## config.mk

```make
export PLATFORM = sky130hd
export DESIGN_NAME = uart_cmd_btn_decoder
export DESIGN_NICKNAME = d
export VERILOG_FILES = /design/src/rtl/uart_cmd_pkg.sv /design/src/rtl/cmd_fifo.sv /design/src/rtl/uart_cmd_btn_decoder.sv
export SDC_FILE = /design/constraint.sdc
export NUM_CORES = 1
export LEC_CHECK = 0
export ABC_AREA = 1
export CAP_MARGIN = 15
export CORE_MARGIN = 4
export CORE_UTILIZATION = 40
export CTS_BUF_LIST = sky130_fd_sc_hd__clkbuf_4 sky130_fd_sc_hd__clkbuf_8 sky130_fd_sc_hd__clkbuf_16
export CTS_CLUSTER_SIZE = 16
export DETAILED_ROUTE_END_ITERATION = 7
export SLEW_MARGIN = 10
export SYNTH_ARGS = -nofsm -noshare
export SYNTH_HDL_FRONTEND = slang
export SYNTH_SLANG_ARGS = --single-unit
```

## constraint.sdc

```tcl
create_clock -name clk -period 4.3 [get_ports clk]
set_clock_uncertainty 0.1 [all_clocks]
set_input_delay 1.29 -clock clk [delete_from_list [all_inputs] [get_ports clk]]
set_output_delay 1.29 -clock clk [all_outputs]
set_load 0.005 [all_outputs]
```

## src/rtl/uart_cmd_pkg.sv

```systemverilog
// Shared encodings for the UART command-to-button decoder.
// Modes, stopwatch states, ASCII commands and output FSM states.
package uart_cmd_pkg;

    localparam logic [1:0] MODE_WATCH     = 2'd0;
    localparam logic [1:0] MODE_STOPWATCH = 2'd1;
    localparam logic [1:0] MODE_SENSOR    = 2'd2;

    localparam logic [1:0] SW_STOP = 2'b00;
    localparam logic [1:0] SW_RUN  = 2'b01;

    localparam logic [7:0] CH_G  = 8'h47;
    localparam logic [7:0] CH_S  = 8'h53;
    localparam logic [7:0] CH_C  = 8'h43;
    localparam logic [7:0] CH_U  = 8'h55;
    localparam logic [7:0] CH_D  = 8'h44;
    localparam logic [7:0] CH_L  = 8'h4C;
    localparam logic [7:0] CH_R  = 8'h52;
    localparam logic [7:0] CH_T  = 8'h54;
    localparam logic [7:0] CH_H  = 8'h48;
    localparam logic [7:0] CH_CR = 8'h0D;
    localparam logic [7:0] CH_LF = 8'h0A;

    typedef enum logic [1:0] {IDLE, PULSE, GAP} state_e;

    function automatic logic [7:0] fold_case(input logic [7:0] b,
                                             input logic en);
        if (en && b >= 8'h61 && b <= 8'h7A) return b - 8'h20;
        return b;
    endfunction

endpackage

```

## src/rtl/cmd_fifo.sv

```systemverilog
// Generic synchronous FIFO with flush; a push into a full
// FIFO is taken when a pop happens in the same cycle.
module cmd_fifo #(
    parameter int WIDTH = 4,
    parameter int DEPTH = 4
) (
    input  logic             clk,
    input  logic             rst,
    input  logic             push_i,
    input  logic             pop_i,
    input  logic             flush_i,
    input  logic [WIDTH-1:0] wdata_i,
    output logic [WIDTH-1:0] rdata_o,
    output logic             full_o,
    output logic             empty_o
);

    localparam int AW = $clog2(DEPTH);

    logic [WIDTH-1:0] mem_q [DEPTH];
    logic [AW-1:0]    wp_q, rp_q;
    logic [AW:0]      cnt_q;
    logic             do_push, do_pop;

    assign empty_o = (cnt_q == '0);
    assign full_o  = (cnt_q == (AW+1)'(DEPTH));
    assign do_pop  = pop_i && !empty_o && !flush_i;
    assign do_push = push_i && (flush_i || !full_o || do_pop);
    assign rdata_o = mem_q[rp_q];

    always_ff @(posedge clk) begin
        if (rst) begin
            wp_q  <= '0;
            rp_q  <= '0;
            cnt_q <= '0;
        end else if (flush_i) begin
            // a push in the flush cycle lands in the emptied queue
            wp_q  <= AW'(do_push);
            rp_q  <= '0;
            cnt_q <= (AW+1)'(do_push);
        end else begin
            if (do_push) wp_q <= wp_q + 1'b1;
            if (do_pop)  rp_q <= rp_q + 1'b1;
            cnt_q <= cnt_q + (AW+1)'(do_push) - (AW+1)'(do_pop);
        end
    end

    always_ff @(posedge clk) begin
        if (do_push) mem_q[flush_i ? '0 : wp_q] <= wdata_i;
    end

endmodule

```

## src/rtl/uart_cmd_btn_decoder.sv

```systemverilog
// Decodes UART command bytes into per-mode button pulses,
// queued in a FIFO and stretched by a PULSE/GAP output FSM.
module uart_cmd_btn_decoder
    import uart_cmd_pkg::*;
#(
    parameter int BTN_W      = 4,
    parameter int PULSE_LEN  = 1,
    parameter int GAP_LEN    = 1,
    parameter int FIFO_DEPTH = 4,
    parameter int CASE_FOLD  = 1
) (
    input  logic             clk,
    input  logic             rst,
    input  logic [7:0]       rx_data,
    input  logic             rx_done,
    input  logic [1:0]       mode_sel,
    input  logic [1:0]       sw_state,
    output logic [BTN_W-1:0] o_btn,
    output logic             o_cmd_valid,
    output logic             o_cmd_err,
    output logic             o_busy
);

    localparam int CW = $clog2(PULSE_LEN + GAP_LEN + 1) + 1;

    state_e        state_q, state_d;
    logic [CW-1:0] cnt_q, cnt_d;
    logic [3:0]    btn_q, btn_d;
    logic [1:0]    mode_q;
    logic          valid_q, err_q;

    logic [7:0] ch;
    logic [3:0] vec, rd_vec;
    logic       ign, push, pop, load;
    logic       full, empty, mode_chg;

    assign mode_chg = (mode_sel != mode_q);

    always_comb begin
        ch  = fold_case(rx_data, CASE_FOLD != 0);
        vec = 4'b0000;
        ign = (ch == CH_CR) || (ch == CH_LF);
        unique case (mode_sel)
            MODE_STOPWATCH: begin
                if (ch == CH_G && sw_state == SW_STOP) vec = 4'b0001;
                if (ch == CH_S && sw_state == SW_RUN)  vec = 4'b0001;
                if (ch == CH_C)                        vec = 4'b0010;
            end
            MODE_WATCH: begin
                if (ch == CH_U) vec = 4'b0001;
                if (ch == CH_D) vec = 4'b0010;
                if (ch == CH_L) vec = 4'b0100;
                if (ch == CH_R) vec = 4'b1000;
            end
            MODE_SENSOR: begin
                if (ch == CH_T) vec = 4'b0001;
                if (ch == CH_H) vec = 4'b0010;
            end
            default: vec = 4'b0000;
        endcase
    end

    assign push = rx_done && !ign && (vec != 4'b0000)
               && (!full || pop || mode_chg);

    always_comb begin
        state_d = state_q;
        cnt_d   = '0;
        btn_d   = btn_q;
        load    = 1'b0;
        unique case (state_q)
            IDLE: load = !empty;
            PULSE: begin
                if (cnt_q == CW'(PULSE_LEN - 1)) begin
                    if (GAP_LEN != 0) state_d = GAP;
                    else if (!empty)  load    = 1'b1;
                    else              state_d = IDLE;
                end else begin
                    cnt_d = cnt_q + 1'b1;
                end
            end
            GAP: begin
                if (cnt_q == CW'(GAP_LEN - 1)) begin
                    if (!empty) load    = 1'b1;
                    else        state_d = IDLE;
                end else begin
                    cnt_d = cnt_q + 1'b1;
                end
            end
            default: state_d = IDLE;
        endcase
        if (load) begin
            state_d = PULSE;
            btn_d   = rd_vec;
        end
        if (mode_chg) begin
            state_d = IDLE;
            cnt_d   = '0;
        end
    end

    assign pop = load && !mode_chg;

    cmd_fifo #(
        .WIDTH (4),
        .DEPTH (FIFO_DEPTH)
    ) u_fifo (
        .clk     (clk),
        .rst     (rst),
        .push_i  (push),
        .pop_i   (pop),
        .flush_i (mode_chg),
        .wdata_i (vec),
        .rdata_o (rd_vec),
        .full_o  (full),
        .empty_o (empty)
    );

    always_ff @(posedge clk) begin
        if (rst) begin
            state_q <= IDLE;
            cnt_q   <= '0;
            btn_q   <= 4'b0000;
            valid_q <= 1'b0;
            err_q   <= 1'b0;
            mode_q  <= mode_sel;
        end else begin
            state_q <= state_d;
            cnt_q   <= cnt_d;
            btn_q   <= btn_d;
            valid_q <= push;
            err_q   <= rx_done && !ign && !push;
            mode_q  <= mode_sel;
        end
    end

    assign o_btn       = BTN_W'((state_q == PULSE) ? btn_q : 4'b0000);
    assign o_cmd_valid = valid_q;
    assign o_cmd_err   = err_q;
    assign o_busy      = !empty || (state_q != IDLE);

endmodule
```

==> impl_metrics.yaml <==
outcome:
  status: "finished, final reports clean"
cells_and_area:
  fill_cells: 499
  multi_input_area_um2: 988
  nets: 320
  layout_commonest_cell: "nor2_1"
  instances_no_fill: 364
  layout.area.seq_um2: 881
  drive_gt1_share_pct: 13.8
  antenna_cells: 0
  area_growth_pct: 22.9
  final_cell_mix: "nor2_1 (46), inv_1 (45), nand2_1 (36)"
  final_cell_area_um2: 2500
placement:
  placed_cell_area_um2: 2410
  gp_congestion: 0.781
  placed_cells: 356
  dpl.hpwl_um: 3180
  portBuffers: 21
setup_path:
  crit_type: "in -> reg"
  cp.required_ns: 4.42
  endpoint_kind: "flop"
  r2r_start: "cnt_q[0]"
  cp-startpoint: "rx_data[3]"
  crit_fanout: 7
  cp-start-kind: "input pin"
  arrival_ns: 4.11
clock_network:
  htreeDepth: 2
  cts_tree: "yes"
  cts_hold_buf: 0
  clkLatencyLatePin_ns: 0.28
  clkSinkCount: 36
  clockBufferDepth: 2
  cts_buffers: 5
  clk_pin_slew_worst_paths_ns: 0.07
  cts-root-buf: "clkbuf_8"
power:
  clkPwrFrac_pct: 33.4
  switching_share_pct: 24.4
  p_seq_share_pct: 54.1
  intPower_uw: 507
  switchingPower_uw: 164
  p_leak_uw: 0.00109
  power.total_uw: 671
  pwr-share-comb_pct: 12.4
  ir_drop_mv: 0.0935
  power_density_nw_per_um2: 268
grt:
  grt_busiest_layer: "met2"
  grt_pass1_vias: 1633
  grt_use_met1_pct: 16.3
  grt_max_degree: 12
  grt_overflow: 0
  use_met2_pct: 24.1
  antenna_found_initial: 0
  grt_pass1_wl_um: 6910
  grt_use_total_pct: 13.8
  use_met3_pct: 3.39
logic_synthesis:
  ys_seq_elements: 36
  netlist_instances: 258
  synth_nets: 282
  synth_warnings: 0
  syn_area_per_cell_um2: 7.90
  ys_types: 34
  synth_area_um2: 2040
  ys_seq_area_share_pct: 43.2
die:
  core_area_um2: 4820
  initial_utilization_pct: 42.3
  die_x_um: 79.4
  die_h_um: 79.4
  rows: 25
  ioPinCount: 22
  die_area_um2: 6300
min_path:
  hp-class: "reg -> reg"
  hp-start: "cnt_q[0]"
timing:
  slew_viol_final: 0
  finalHoldViolations: 0
  hold_ws_ns: 0.347
  worst_slew_pin_slew_ns: 0.582
  relSlewSlack_pct: 60.8
  finalSetupViolCount: 0
  period_share_pct: 92.8
  period_minus_slack_ns: 3.99
  fmax_ghz: 0.251
  rsz0062_at_grt: "no"
drt:
  vias_per_cell: 4.65
  ant_nets: 0
  wire_per_inst_um: 10.5
  wirelength_um: 3830
  dr.pass1.iters: 4
  vias: 1692
  drc_errors: 0
  first_iter_violations: 35
job:
  maxCapViolations: 0
[logic make-up after synthesis]
family	synth area share (%)
simple gates	29.2
compound gates	11.1
xor+xnor	1.72
fa+ha+maj	5.89
buf+inv	8.84
flops	43.2
[state kept, by name (all words and copies together) (netlist names)]
signal,count
btn_q,4
cnt_q,3
mode_q,2
o_cmd_err,1
o_cmd_valid,1
state_q,2
u_fifo.cnt_q,3
u_fifo.mem_q,16
u_fifo.rp_q,2
u_fifo.wp_q,2
[repair_timing]
item,in CTS,in global routing
resized for setup,0,2
buffers inserted,0,0
setup endpoints to repair,0,1
[metal layers]
layer	vias to the layer above	wire length, um	share of wire, %
met2	25	1880	49
met4	0	70	1.8
li1	919	-	-
met1	742	1750	46
met5	-	0	0
met3	6	131	3.4
[critical path: stages]
cell             delay, ns
clkdlybuf4s50_1       0.58
nand2_1               0.12
nor2_2                0.14
nand2_1               0.07
nand3_2               0.09
nand2_2               0.08
a21boi_2              0.21
nand2_1               0.10
a21oi_2               0.15
a21oi_4               0.06
nand3_4               0.07
nand3_4               0.06
inv_2                 0.06
ha_1                  0.13
inv_1                 0.05
fa_1                  0.39
or2_2                 0.30
a21oi_1               0.13
[cell type report]
class	instances	share of cell area [%]
Clock inverter	3	0.549
Multi-Input combinational cell	174	39.5
Timing Repair Buffer	32	11.7
Tap cell	67	3.35
Clock buffer	5	2.75
Sequential cell	36	35.2
Inverter	47	7.04
[through the flow]
step / setup TNS [ns] / setup WS, ns / util [%]
final: 0 / 0.311 / 52.0
after global routing: 0 / 0.0326 / 52.0
after CTS: 0 / 0.232 / 51.8
after detailed placement: -0.0575 / -0.0575 / 50.1
after global placement: -0.0500 / -0.0500 / 50.1
after floorplan: 0 / 0.659 / -
[synth_stat cells, drive strengths merged]
| cell type | instances | area [um^2] |
|---|---|---|
| o31ai | 1 | 7.51 |
| edfxtp | 16 | 480 |
| nand2 | 42 | 173 |
| a21oi | 8 | 58.8 |
| a31oi | 5 | 31.3 |
| xnor2 | 4 | 35.0 |
| or2 | 1 | 6.26 |
| fa | 1 | 20.0 |
| nand4 | 7 | 43.8 |
| ha | 8 | 100 |
| a21boi | 2 | 15.0 |
| o21a | 1 | 7.51 |
| nor3 | 7 | 45.0 |
| clkbuf | 1 | 3.75 |
| inv | 47 | 176 |
| nor4b | 1 | 8.76 |
| nor4 | 1 | 6.26 |
| and3 | 1 | 6.26 |
| o21ai | 19 | 98.9 |
| nand3 | 15 | 110 |
| dfxtp | 20 | 400 |
| a22oi | 1 | 7.51 |
| nor2 | 49 | 196 |
[power groups by stage]
stage | logic [uW] | clock network (uW) | registers (uW)
6_report | 83.2 | 224 | 363
4_1_cts | 82.6 | 233 | 363
3_5_place_dp | 82.3 | 0 | 371
5_1_grt | 93.6 | 250 | 364
2_1_floorplan | 44.5 | 0 | 370
3_3_place_gp | 81.9 | 0 | 371
[worst paths after layout]
kind | depth (start not counted) | slack [ns] | end
worst min register to register | 1 | 0.35 | cnt_q[0]
worst min-delay path | 1 | 0.35 | cnt_q[0]
worst max-delay path | 18 | 0.31 | u_fifo.cnt_q[2]
worst max register to register | 15 | 1.51 | u_fifo.cnt_q[2]
(Power assumes the default switching activity.)
